### config.mk
export PLATFORM = sky130hd
export DESIGN_NAME = mem_access_ctrl
export DESIGN_NICKNAME = d
export VERILOG_FILES = /design/src/rtl/mem_access_ctrl.sv
export SDC_FILE = /design/constraint.sdc
export NUM_CORES = 1
export LEC_CHECK = 0
export CORE_MARGIN = 4
export CORE_UTILIZATION = 43
export CTS_BUF_LIST = sky130_fd_sc_hd__clkbuf_2 sky130_fd_sc_hd__clkbuf_4 sky130_fd_sc_hd__clkbuf_8
export DETAILED_ROUTE_END_ITERATION = 10
export HOLD_SLACK_MARGIN = 0.12
export PLACE_DENSITY = 0.82
export SKIP_LAST_GASP = 1
export SYNTH_ARGS = -nofsm -noshare
export SYNTH_HDL_FRONTEND = slang
export SYNTH_SLANG_ARGS = --single-unit
### constraint.sdc
create_clock -name clk_i -period 1.66 [get_ports clk_i]
set_input_delay 0.166 -clock clk_i [delete_from_list [all_inputs] [get_ports clk_i]]
set_output_delay 0.166 -clock clk_i [all_outputs]
set_load 0.02 [all_outputs]
### src/rtl/mem_access_ctrl.sv
// Initiator-side data-memory access controller for the pipeline MEM stage.
// Holds one load/store against a ready-handshake memory, trapping bad addresses and timeouts.
module mem_access_ctrl #(
    parameter int ADDR_LIMIT = 32,
    parameter int TIMEOUT    = 15
) (
    input  logic        clk_i,
    input  logic        rst_i,
    input  logic        req_i,
    input  logic        we_i,
    input  logic [31:0] addr_i,
    input  logic [31:0] wdata_i,
    output logic        stall_o,
    output logic [31:0] rdata_o,
    output logic        done_o,
    output logic        err_o,
    output logic [31:0] mem_addr_o,
    output logic [31:0] mem_wdata_o,
    output logic        mem_write_o,
    output logic        mem_read_o,
    input  logic [31:0] mem_rdata_i,
    input  logic        mem_ready_i
);

    localparam int CNT_W = $clog2(TIMEOUT + 1);

    typedef enum logic [1:0] {IDLE, REQ, RESP} state_t;

    state_t             state_q, state_d;
    logic               we_q;
    logic [31:0]        addr_q;
    logic [31:0]        wdata_q;
    logic [31:0]        rdata_q;
    logic               err_q;
    logic [CNT_W-1:0]   cnt_q;
    logic               bad_addr;
    logic               last_cycle;
    logic               in_req;

    assign bad_addr   = (addr_i[1:0] != 2'b00) || (addr_i >= 32'(ADDR_LIMIT));
    // cnt_q holds the number of REQ cycles already spent, so TIMEOUT-1 marks the final one.
    assign last_cycle = (cnt_q == CNT_W'(TIMEOUT - 1));
    assign in_req     = (state_q == REQ);

    // NOTE: next-state logic is combinational, so every output gets a default first to avoid latches.
    always_comb begin
        state_d = state_q;
        case (state_q)
            IDLE:    if (req_i) state_d = bad_addr ? RESP : REQ;
            REQ:     if (mem_ready_i || last_cycle) state_d = RESP;
            RESP:    state_d = IDLE;
            default: state_d = IDLE;
        endcase
    end

    // NOTE: sequential state uses non-blocking assignments so all registers update from pre-edge values.
    always_ff @(posedge clk_i or negedge rst_i) begin
        if (!rst_i) begin
            state_q <= IDLE;
            we_q    <= 1'b0;
            addr_q  <= '0;
            wdata_q <= '0;
            rdata_q <= '0;
            err_q   <= 1'b0;
            cnt_q   <= '0;
        end else begin
            state_q <= state_d;
            case (state_q)
                IDLE: begin
                    if (req_i) begin
                        we_q    <= we_i;
                        addr_q  <= addr_i;
                        wdata_q <= wdata_i;
                        err_q   <= bad_addr;
                        cnt_q   <= '0;
                    end
                end
                REQ: begin
                    cnt_q <= cnt_q + CNT_W'(1);
                    if (mem_ready_i) begin
                        err_q <= 1'b0;
                        if (!we_q) rdata_q <= mem_rdata_i;
                    end else if (last_cycle) begin
                        err_q <= 1'b1;
                    end
                end
                default: ;
            endcase
        end
    end

    // Gated by reset so the pipeline hold drops at once even while req_i is high.
    assign stall_o     = rst_i && (((state_q == IDLE) && req_i) || in_req);
    assign rdata_o     = rdata_q;
    assign done_o      = (state_q == RESP);
    assign err_o       = (state_q == RESP) && err_q;
    assign mem_addr_o  = in_req ? addr_q : '0;
    assign mem_wdata_o = (in_req && we_q) ? wdata_q : '0;
    assign mem_write_o = in_req && we_q;
    assign mem_read_o  = in_req && !we_q;

endmodule

---- Word-level counts from Yosys, hierarchy flattened ----
Index checks and enable logic that the tools add are counted.
word-level totals
  register bits ........................... 104
  bits in latches ......................... 0
  memory bits (writable) .................. 0
  bits in read-only memories .............. 0
  input port bits ......................... 101
  memories kept ........................... 0
cells by class
  add/sub/neg operators ................... 1
  multipliers ............................. 0
  div/mod/pow operators ................... 0
  order comparisons ....................... 1
  equal/unequal tests ..................... 6
  shifts and indexed selects .............. 0
  muxes and demuxes ....................... 12
  bitwise logic cells ..................... 1
  reductions and logical operators ........ 17
operators with widths
  kind                 number
  $mux 32              2
  $ge 32x6->1 const B  1
  $pmux 4 s2           1
  $mux 2               3
  $reduce_and 2->1     3
  $reduce_and 3->1     2
  $logic_and 1x1->1    5
  $add 4x1->4 const B  1
  $eq 4x4->1 const B   1
  $mux 4               1
  $pmux 2 s2           1
  $reduce_bool 2->1    2
  $logic_or 1x1->1     3
  $mux 1               3
  $ne 3x3->1 const B   1
  $eq 2x1->1 const B   1
  $eq 2x2->1 const B   1
  $logic_not 2->1      1
  $ne 2x1->1 const B   1
  $ne 2x2->1 const B   1
  $pmux 1 s2           1
  $logic_not 1->1      1
  $not 1->1            1

---- Logic depth before layout (Yosys ltp) ----
Gate-level depths: netlist of the first run.
  depth after elaboration ................. 5
  mapped depth ............................ 6
  mapped depth without buffers ............ 6

---- Worst setup path after synthesis of the first run ----
OpenSTA, ideal clock, no wires.
  path type ............................... register -> register
  from .................................... reg state_q[1]
  to ...................................... reg rdata_q[11] (netlist: rdata_o[11])
  setup time .............................. 0.125 ns
  data arrival time ....................... 1.355 ns
  data required time ...................... 1.535 ns
  setup slack ............................. 0.180 ns
  cell stages (with the launch flop) ...... 5
  path buffers ............................ 1
  period minus slack after synthesis ...... 1.480 ns
  path through ............................ dfrtp_1 nand2b_2 nor3_4 buf_6 mux2_2
on the way
  cells in the longest elaborated chain, start to end .. 2
RTL lines
  what                               RTL line  source
  start, declared                    29        state_t state_q, state_d;
  start signal, assigned             67        state_q <= state_d;
  $eq 2x1->1                         68        case (state_q)
  $reduce_and 3->1 (no source line)  -
  end signal, assigned               82        if (!we_q) rdata_q <= mem_rdata_i;
  end, declared                      33        logic [31:0] rdata_q;
No other way between the ends.
A chain may end at the register's enable or synchronous reset.

---- Worst setup path in the final report of the first run ----
  from .................................... reg state_q[1]
  to ...................................... out mem_wdata_o[25]
on the way
  cells in the longest elaborated chain, start to end .. 3
RTL lines
  what               RTL line  source
  $eq 2x1->1         43        assign in_req = (state_q == REQ);
  $logic_and 1x1->1  98        assign mem_wdata_o = (in_req && we_q) ? wdata_q : '0;
  $mux 32            98
  end, declared      18        output logic [31:0] mem_wdata_o,
No other way between the ends.

==> reports/summary.txt, run 1 <==
Status: finished with violations
Failing checks: negative setup slack
Port Buffers: 201
GRT Total Usage: 18.96%
H-tree levels: 3
Ports: 202
Worst Tran Pin Value: 532.4 ps
WL met2: 6517 um
Pre-Repair DR Iteration Count: 4
Row count: 37
#FFs+latches synth: 104
WL per Instance: 17.94 um
Leakage: 3.195 nW
Number of buffers created by CTS: 9
Final min period: 1822 ps
Crit path max fanout: 9
ANT cells: 0
Cell taking the most area after synthesis: dfrtp_1
Final setup violation count: 126
Max Slew Vio Count: 0
Die width: 110.4 um
Final ANT Viol Nets: 0
PwrDens: 747.5 nW/um^2
Peak VDD IR: 567.8 uV
Top delay family on crit path: simple AND/OR/NAND/NOR gates
Worst r2r src: state_q[0]
Min Hold Slack: 408.6 ps
Synth Net Count: 433
Core area: 10280 sq um
Ys flop type: dfrtp_1
Die ar.: 12180 sq um
Number of vias per cell: 5.032
CTS clk-pin slew, worst paths: 100 ps
Syn Area/Cell: 13.66 sq um
Layout cells sized above 1: 38.38%
Asr flop ratio synth: 100.0%
Hold/Removal Path Class: in -> reg
Final WL: 12400 um
Endpoint class of the critical path: primary output
Clock sinks: 104
Max_cap viols: 0
Post-Syn Area: 4507 sq um
Initial antenna violation count: 0
Post-Route Skew: 10.51 ps
Arr. time, crit path: 1660 ps
Count leader, synth: dfrtp_1
DR vias: 3477
Met1 Routed Length: 4614 um
Yosys cell types: 30
GRT overflow: 0
FF-to-FF path depth: 7
Ranking of synthesized cells by area: dfrtp_1 58%, mux2_2 24%, and2_1 4.7%
Initial core utilization: 43.85%
DP HPWL: 8475 um
Reg2Reg Setup Slack: -80 ps
# DRC: 0
Worst reg2reg endpoint: rdata_o[12]
Ys Warns: 0
CP Data Required Time: 1490 ps
Final #Nets: 653
Register area share after synthesis: 57.75%
First-pass GRT wire length: 17850 um
Final Cycle Share: 109.7%
Area growth syn-to-layout: 57.52%
Setup CP Type: reg -> out
Post-synth EDFFs: 0
Worst-Skew Late Latency: 360 ps
Worst Setup SP: state_q[1]
Crit path to: mem_wdata_o[25]
Total chip power: 0.005306 W
Setup WS post-layout: -161.6 ps
Cell count after synthesis: 330
Final hold viol count: 0
RSZ-0062 raised after global routing: true
Routed wl met3: 1148 um
Yosys top cell area share: 57.75%
Die Span Y: 110.4 um
Max incr delay on CP: 390 ps
GPL Wtd Cong: 0.8270
Critical path depth: 5
Worst Path Buf+Inv: 3
Max Used Layer: met4
Number of global-route vias before repair: 3503
Crit path cell chain: and2b_4 > buf_4 > clkbuf_16 > and3_1 > buf_2
Clk root buf: clkbuf_8
CP max-delay cell: dfrtp_1
Slew headroom: 64.50%
1st-iter DRT viols: 129
Pin count of the biggest net entering global routing: 105
Startpoint types: flop
CTS tree: built
Most common library cells after synthesis: 104 x dfrtp_1, 95 x mux2_2, 34 x and2_1, 32 x and3_1, 8 x clkbuf_1
CTS Buffer Depth: 2
Fmax achieved: 0.5490 GHz
## worst min-delay path by stage
stage / from / to / slack, ps / cells past startpoint
2_1_floorplan: rst_i / addr_q[0] / -130 / 0
3_3_place_gp: rst_i / err_q / 300 / 2
3_5_place_dp: rst_i / err_q / 310 / 2
4_1_cts: mem_rdata_i[9] / rdata_o[9] / 390 / 2
5_1_grt: mem_rdata_i[20] / rdata_o[20] / 380 / 2
6_report: mem_rdata_i[10] / rdata_o[10] / 410 / 2
## sequential cells by signal, summed over array words and instances (netlist names)
name / flops
err_q: 1
we_q: 1
state_q: 2
addr_q: 32
cnt_q: 4
wdata_q: 32
rdata_o: 32
## stage by stage
stage	cells	util, %	setup TNS (ps)	worst slack [ps]	instance area [sq um]
2_1_floorplan	330	-	0	180.3	4507
3_3_place_gp	660	65.46	-14060	-223.9	6728
3_5_place_dp	660	65.46	-19070	-232.4	6728
4_1_cts	681	68.64	-12830	-193.7	7054
5_1_grt	691	69.08	-18700	-259.1	7099
6_report	691	69.08	-8658	-161.6	7099
## layer usage
layer	track usage (%)	vias up
met2	33.28	150
li1	-	1607
met4	3.958	0
met5	0	-
met1	22.20	1710
met3	7.164	10
## kinds of logic after synthesis
kind of cell    synth area share, %
flops                         57.75
fa+ha+maj                    0.5552
buf+inv                       3.165
mux                           24.24
simple gates                  12.55
compound gates                1.360
xor+xnor                     0.3887
## power breakdown
group          internal [W]  leakage (nW)  switching, W  total [W]
Sequential          0.00281          1.26      0.000127    0.00293
Clock              0.000565        0.0919      0.000891    0.00146
Combinational      0.000578          1.84      0.000337   0.000916
Total               0.00395          3.19       0.00136    0.00531
## cell type report
cell class / count / area [sq um]
fillers: 774 / 3178
multi-input cells: 202 / 1792
inverters: 3 / 11.26
clock inverters: 7 / 55.05
flip-flops and latches: 104 / 2603
repair buffers: 230 / 2345
well taps: 136 / 170.2
clock buffers: 9 / 123.9
## what timing repair did
item,CTS,global route
gates cloned,2,4
buffers inserted,2,6
hold buffers,1,0
setup endpoints to repair,123,166
pin swaps,1,2
gates resized for setup,217,71
endpoints found under the hold margin,104,0
## layout by cell type (no fill, tap or decap), drive strengths merged, types with 2 or more instances in the layout
master	instances
and2b	2
o22ai	2
xor2	2
buf	63
dfrtp	104
nor2	4
nor3	2
clkdlybuf4s50	131
clkdlybuf4s15	28
mux2	97
inv	6
and3	32
and2	34
clkinv	3
o21ai	3
nand2	5
nand3	2
clkbuf	14
nor4	6
ha	2
nand4	2
Note: power is estimated with default switching activity, not from simulation.
==> run 2, diff against run 1 <==
CORE_ASPECT_RATIO = 1.75   (was not set)
==> run 2 against run 1 <==
Against the previous run: the run still ends with negative setup slack left; die area increased by 0.53%; largest power group unchanged; clock power increased by 7%; cell count decreased by 0.72%; maximum frequency increased by 0.88%; hold slack got worse by 27 ps; largest cell class unchanged; worst setup slack improved by 16 ps; cell area increased by 3.2%; combinational power increased by 5.3%; first-iteration DRC count increased by 6.2%.
==> reports/summary.txt, run 2 (synthesized netlist as in run 1, its figures left out) <==
Final hold viol count: 0
Setup CP Type: reg -> out
Pin count of the biggest net entering global routing: 105
Max Slew Vio Count: 0
Setup WS post-layout: -145.8 ps
Min Hold Slack: 381.7 ps
Crit path cell chain: and2b_4 > buf_6 > clkbuf_16 > and3_4 > buf_6
First-pass GRT wire length: 19200 um
Reg power frac: 53.8%
Endpoint class of the critical path: primary output
Total chip power: 0.005473 W
Core area: 10240 sq um
Post-Route Skew: 9.943 ps
CTS clk-pin slew, worst paths: 90 ps
Hold/Removal Path Class: in -> async
Switch Pwr: 0.001322 W
Final min period: 1806 ps
Switch share: 24.14%
Peak VDD IR: 616.8 uV
CTS tree: built
Final Cycle Share: 108.8%
Startpoint types: flop
Leakage: 3.298 nW
GRT overflow: 0
Port Buffers: 201
Die width: 85.39 um
Die Span Y: 143.4 um
Arr. time, crit path: 1640 ps
DP HPWL: 9107 um
Clock sinks: 104
GRT Total Usage: 20.08%
Worst Tran Pin Value: 609.1 ps
GPL Wtd Cong: 0.7604
ANT cells: 0
Final #Nets: 658
WL per Instance: 19.72 um
Clock power frac: 28.6%
Fmax achieved: 0.5538 GHz
# DRC: 0
Number of global-route vias before repair: 3861
Final setup violation count: 90
CP Data Required Time: 1490 ps
Most frequent cells in the layout: 131 x clkdlybuf4s50_1, 104 x dfrtp_1, 95 x mux2_2, 45 x buf_6, 32 x buf_4
Ports: 202
Layout cells sized above 1: 44.01%
Initial antenna violation count: 0
Max incr delay on CP: 400 ps
Status: finished with violations
Combinational power share: 17.6%
Final WL: 13530 um
Leading cell type in the layout, fill and taps excluded: clkdlybuf4s50_1
Pre-Repair DR Iteration Count: 4
Slew headroom: 59.39%
Worst-Skew Late Latency: 370 ps
H-tree levels: 3
Row count: 49
Crit path max fanout: 11
Final ANT Viol Nets: 0
Initial core utilization: 44.02%
PwrDens: 746.9 nW/um^2
Number of buffers created by CTS: 9
Max_cap viols: 0
Cell internal pwr: 0.004152 W
Finished Layout Cells: 686
Worst path most repeated cell: buf_6
1st-iter DRT viols: 137
Clk root buf: clkbuf_8
Die ar.: 12250 sq um
DR vias: 3537
Core Util, Final: 71.58%
RSZ-0062 raised after global routing: true
CP max-delay cell: dfrtp_1
Number of vias per cell: 5.156
CTS Buffer Depth: 2
Failing checks: negative setup slack
Area growth syn-to-layout: 62.60%
Placed cells: 655
[run 2: changes by cell type in the layout (fill, tap and decap cells not counted), sizes merged]
cell	before	now
inv	6	3
clkdlybuf4s15	28	0
clkbuf	14	18
bufbuf	1	0
dlygate4sd2	1	0
buf	63	96
bufinv	0	1
clkinvlp	1	0
[run 2: per-stage QoR]
step                area, sq um  setup TNS (ps)  setup slack [ps]
finish                     7328           -6274            -145.8
global route               7328          -13930            -203.2
CTS                        6902           -9236            -194.5
detailed placement         6760          -15940            -169.8
global placement           6760          -13210            -148.8
floorplan                  4507               0             180.3
[run 2: timing repair]
action	in CTS	in global routing
hold endpoints to repair	104	0
resized for setup	307	107
cloned	3	8
hold buffers	1	0
endpoints found under the setup margin	85	140
buffers inserted	3	1
pin swaps	0	2
[run 2: worst paths after layout]
kind,startpoint,end,slack (ps),cells past startpoint
max in group asynchronous,rst_i,wdata_q[7],760,3
setup / recovery,state_q[1],mem_wdata_o[22],-150,5
hold / removal,rst_i,wdata_q[28],380,3
min in group clk_i,mem_rdata_i[9],rdata_o[9],390,2
hold reg to reg,rdata_o[9],rdata_o[9],500,1
setup reg to reg,state_q[1],rdata_o[26],-70,5
[run 2: power groups by stage]
stage / Sequential, W / Clock, W / Combinational, W
after global routing: 0.00298 / 0.00170 / 0.00103
after global placement: 0.00296 / 0 / 0.000870
after floorplan: 0.00300 / 0 / 0.000362
after detailed placement: 0.00299 / 0 / 0.000896
final: 0.00294 / 0.00156 / 0.000965
after CTS: 0.00294 / 0.00161 / 0.000915
[run 2: critical path, delay by kind of cell (launching register included)]
| family | cells | cell delay (ps) |
|---|---|---|
| buf+inv | 3 | 400 |
| simple gates | 2 | 480 |
| flops | 1 | 400 |
[run 2: cell type report]
type | count | area, sq um
Fill cell | 711 | 2910
Sequential cell | 104 | 2603
Timing Repair Buffer | 235 | 2471
Multi-Input combinational cell | 202 | 1894
Tap cell | 127 | 158.9
Clock buffer | 11 | 145.1
Clock inverter | 4 | 45.04
Inverter | 3 | 11.26
[run 2: metal layers]
metal	track usage (%)	wire length, um	vias to the layer above
met5	0	0	-
met4	9.258	411	0
met3	5.393	787	23
met2	36.76	7709	128
met1	21.10	4618	1779
li1	-	-	1607
==> variant: new RTL, config.mk and constraints of run 2 <==
Put a register stage on the output `err_o`. The value now appears one clock later. The other outputs are not delayed to match.
--- a/src/rtl/mem_access_ctrl.sv
+++ b/src/rtl/mem_access_ctrl.sv
@@ -93,7 +93,9 @@
     assign stall_o     = rst_i && (((state_q == IDLE) && req_i) || in_req);
     assign rdata_o     = rdata_q;
     assign done_o      = (state_q == RESP);
-    assign err_o       = (state_q == RESP) && err_q;
+    always_ff @(posedge clk_i) begin
+        err_o <= (state_q == RESP) && err_q;
+    end
     assign mem_addr_o  = in_req ? addr_q : '0;
     assign mem_wdata_o = (in_req && we_q) ? wdata_q : '0;
     assign mem_write_o = in_req && we_q;
Formal check against the unedited RTL: not equivalent (Yosys sat finds a counterexample within 4 cycles, from zero or initial values and one cycle with rst_i low).
==> variant against run 2 <==
Sequential cell count grew 1. Power grew 6.7%. Final cell count is the same. Final area grew 1.4%. Count of clock-buffer cells in the layout shrank 2. Non-clock buffer count shrank 2. Sequential share of layout area shrank 0.22 points. Register-to-register slack lost 0.05 ns. The flow still finishes with violations (setup timing). Wire length shrank 2.6%. Synthesized area grew 0.44%. Critical path depth shrank 1. Setup slack lost 0.010 ns. Synthesized cell count grew 0.30%.
==> variant: results <==
[synthesis]
synthArstFlopShare_pct = 99.0
synth-compound-area-share_pct = 1.35
synthTopCellsByCount = "104 x dfrtp_1, 95 x mux2_2, 34 x and2_1"
ys_top_cells_by_area = "dfrtp_1 57%, mux2_2 24%, and2_1 4.7%"
synth_xor_area_share_pct = 0.387
syn_nets = 434
ys_seq_area_share_pct = 57.9
synth_mux_area_share_pct = 24.1
yosys.cell_types.count = 31
ys_warn_count = 0
synth_fa_ha_area_share_pct = 0.553

[cells_and_area]
num-nets-final = 657
layout-drive-gt1-share_pct = 38.3
antenna_cells = 0

[critical_path]
path_max_fanout = 34
max_stage_delay_ns = 0.38
crit_start = "state_q[1]"
rr_endpoint = "wdata_q[21]"
cpMaxStageDelayCell = "dfrtp_1"
crit_family = "simple AND/OR/NAND/NOR gates"
rrSetupSlack_ns = -0.12
reg2reg_depth = 7

[routing]
drt_iter0_markers = 109
drt-total-wl_um = 13200
num_vias = 3535
firstDrtPassIters = 5

[outcome]
violations = "setup timing"
status = "complete, but fails checks"

[grt]
grt_usage_pct = 20.2
antenna_found_initial = 0
grt_max_degree = 105
grt_pass1_wl_um = 19200
grt_pass1_vias = 3869

[placed_design]
routabilityCongestion = 0.793
io_buffers = 201
hpwl_um = 9210

[power_and_ir_drop]
swShare_pct = 23.3
leakagePower_nw = 3.24
max-vdd-ir-drop_uv = 531

[timing]
slew_viol_final = 0
fin_setup_tns_ns = -14.69
setup_violations = 164
fin_worst_skew_ns = 0.0124
tightest_slew_ns = 0.547
fin_hold_ws_ns = 0.404
worst_slack_ns = -0.156

[clock_network]
cts_buffer_depth = 2
numCtsBuffers = 9
cts.clk_slew.worst_paths_ns = 0.10
clockRootBuffer = "clkbuf_8"
htreeDepth = 3
clk_latency_ns = 0.36

[min_path]
min_path_cells = 2
min_to = "rdata_o[16]"
holdCritStartpoint = "mem_rdata_i[16]"
hold_class = "in2reg"
-- variant: metal layers --
| layer | track usage [%] | up-vias | part of all wire, % |
|---|---|---|---|
| li1 | - | 1604 | - |
| met1 | 20.3 | 1755 | 32 |
| met2 | 37.0 | 133 | 57 |
| met3 | 4.59 | 43 | 5.2 |
| met4 | 12.9 | 0 | 5.2 |
| met5 | 0 | - | 0 |
-- variant: repair_timing --
item,4_1_cts,5_1_grt
pin swaps,0,2
buffers inserted,0,7
resized for setup,207,26
gates cloned,0,8
endpoints found under the setup margin,68,142
hold buffers,1,0
endpoints found under the hold margin,104,0
-- variant: stage by stage --
stage | std cells | power [mW] | instance area (um2)
floorplan | 331 | 3.39 | 4530
global placement | 654 | 3.88 | 6780
detailed placement | 654 | 3.93 | 6780
CTS | 671 | 5.81 | 7100
global route | 686 | 6.12 | 7430
finish | 686 | 5.84 | 7430
-- variant: power groups by stage --
stage	logic, mW	registers, mW	clock network, mW
final	0.994	2.97	1.87
after global routing	1.07	3.01	2.05
after floorplan	0.359	3.03	0
after global placement	0.878	3.00	0
after CTS	0.908	2.97	1.94
after detailed placement	0.904	3.02	0
-- variant: cells by family (layout without fill, tap and decap cells) --
kind of cell | after synthesis | count (layout)
flops | 105 | 105
mux | 97 | 97
simple gates | 92 | 92
buf+inv | 24 | 252
compound gates | 9 | 9
fa+ha+maj | 2 | 2
xor+xnor | 2 | 2
-- variant: worst max-delay path by stage --
| stage | end | slack (ns) | depth (start not counted) |
|---|---|---|---|
| after global routing | mem_wdata_o[14] | -0.24 | 4 |
| after detailed placement | mem_wdata_o[27] | -0.16 | 4 |
| after global placement | mem_wdata_o[24] | -0.14 | 4 |
| final | mem_wdata_o[13] | -0.16 | 4 |
| after CTS | mem_wdata_o[2] | -0.17 | 4 |
| after floorplan | rdata_o[11] | 0.18 | 4 |
-- variant: area by class of cell --
type,count,area [um2]
Sequential cell,105,2620
Clock buffer,9,124
Multi-Input combinational cell,202,1830
Timing Repair Buffer,233,2560
Inverter,3,11.3
Clock inverter,7,118
Fill cell,747,2870
Tap cell,127,159
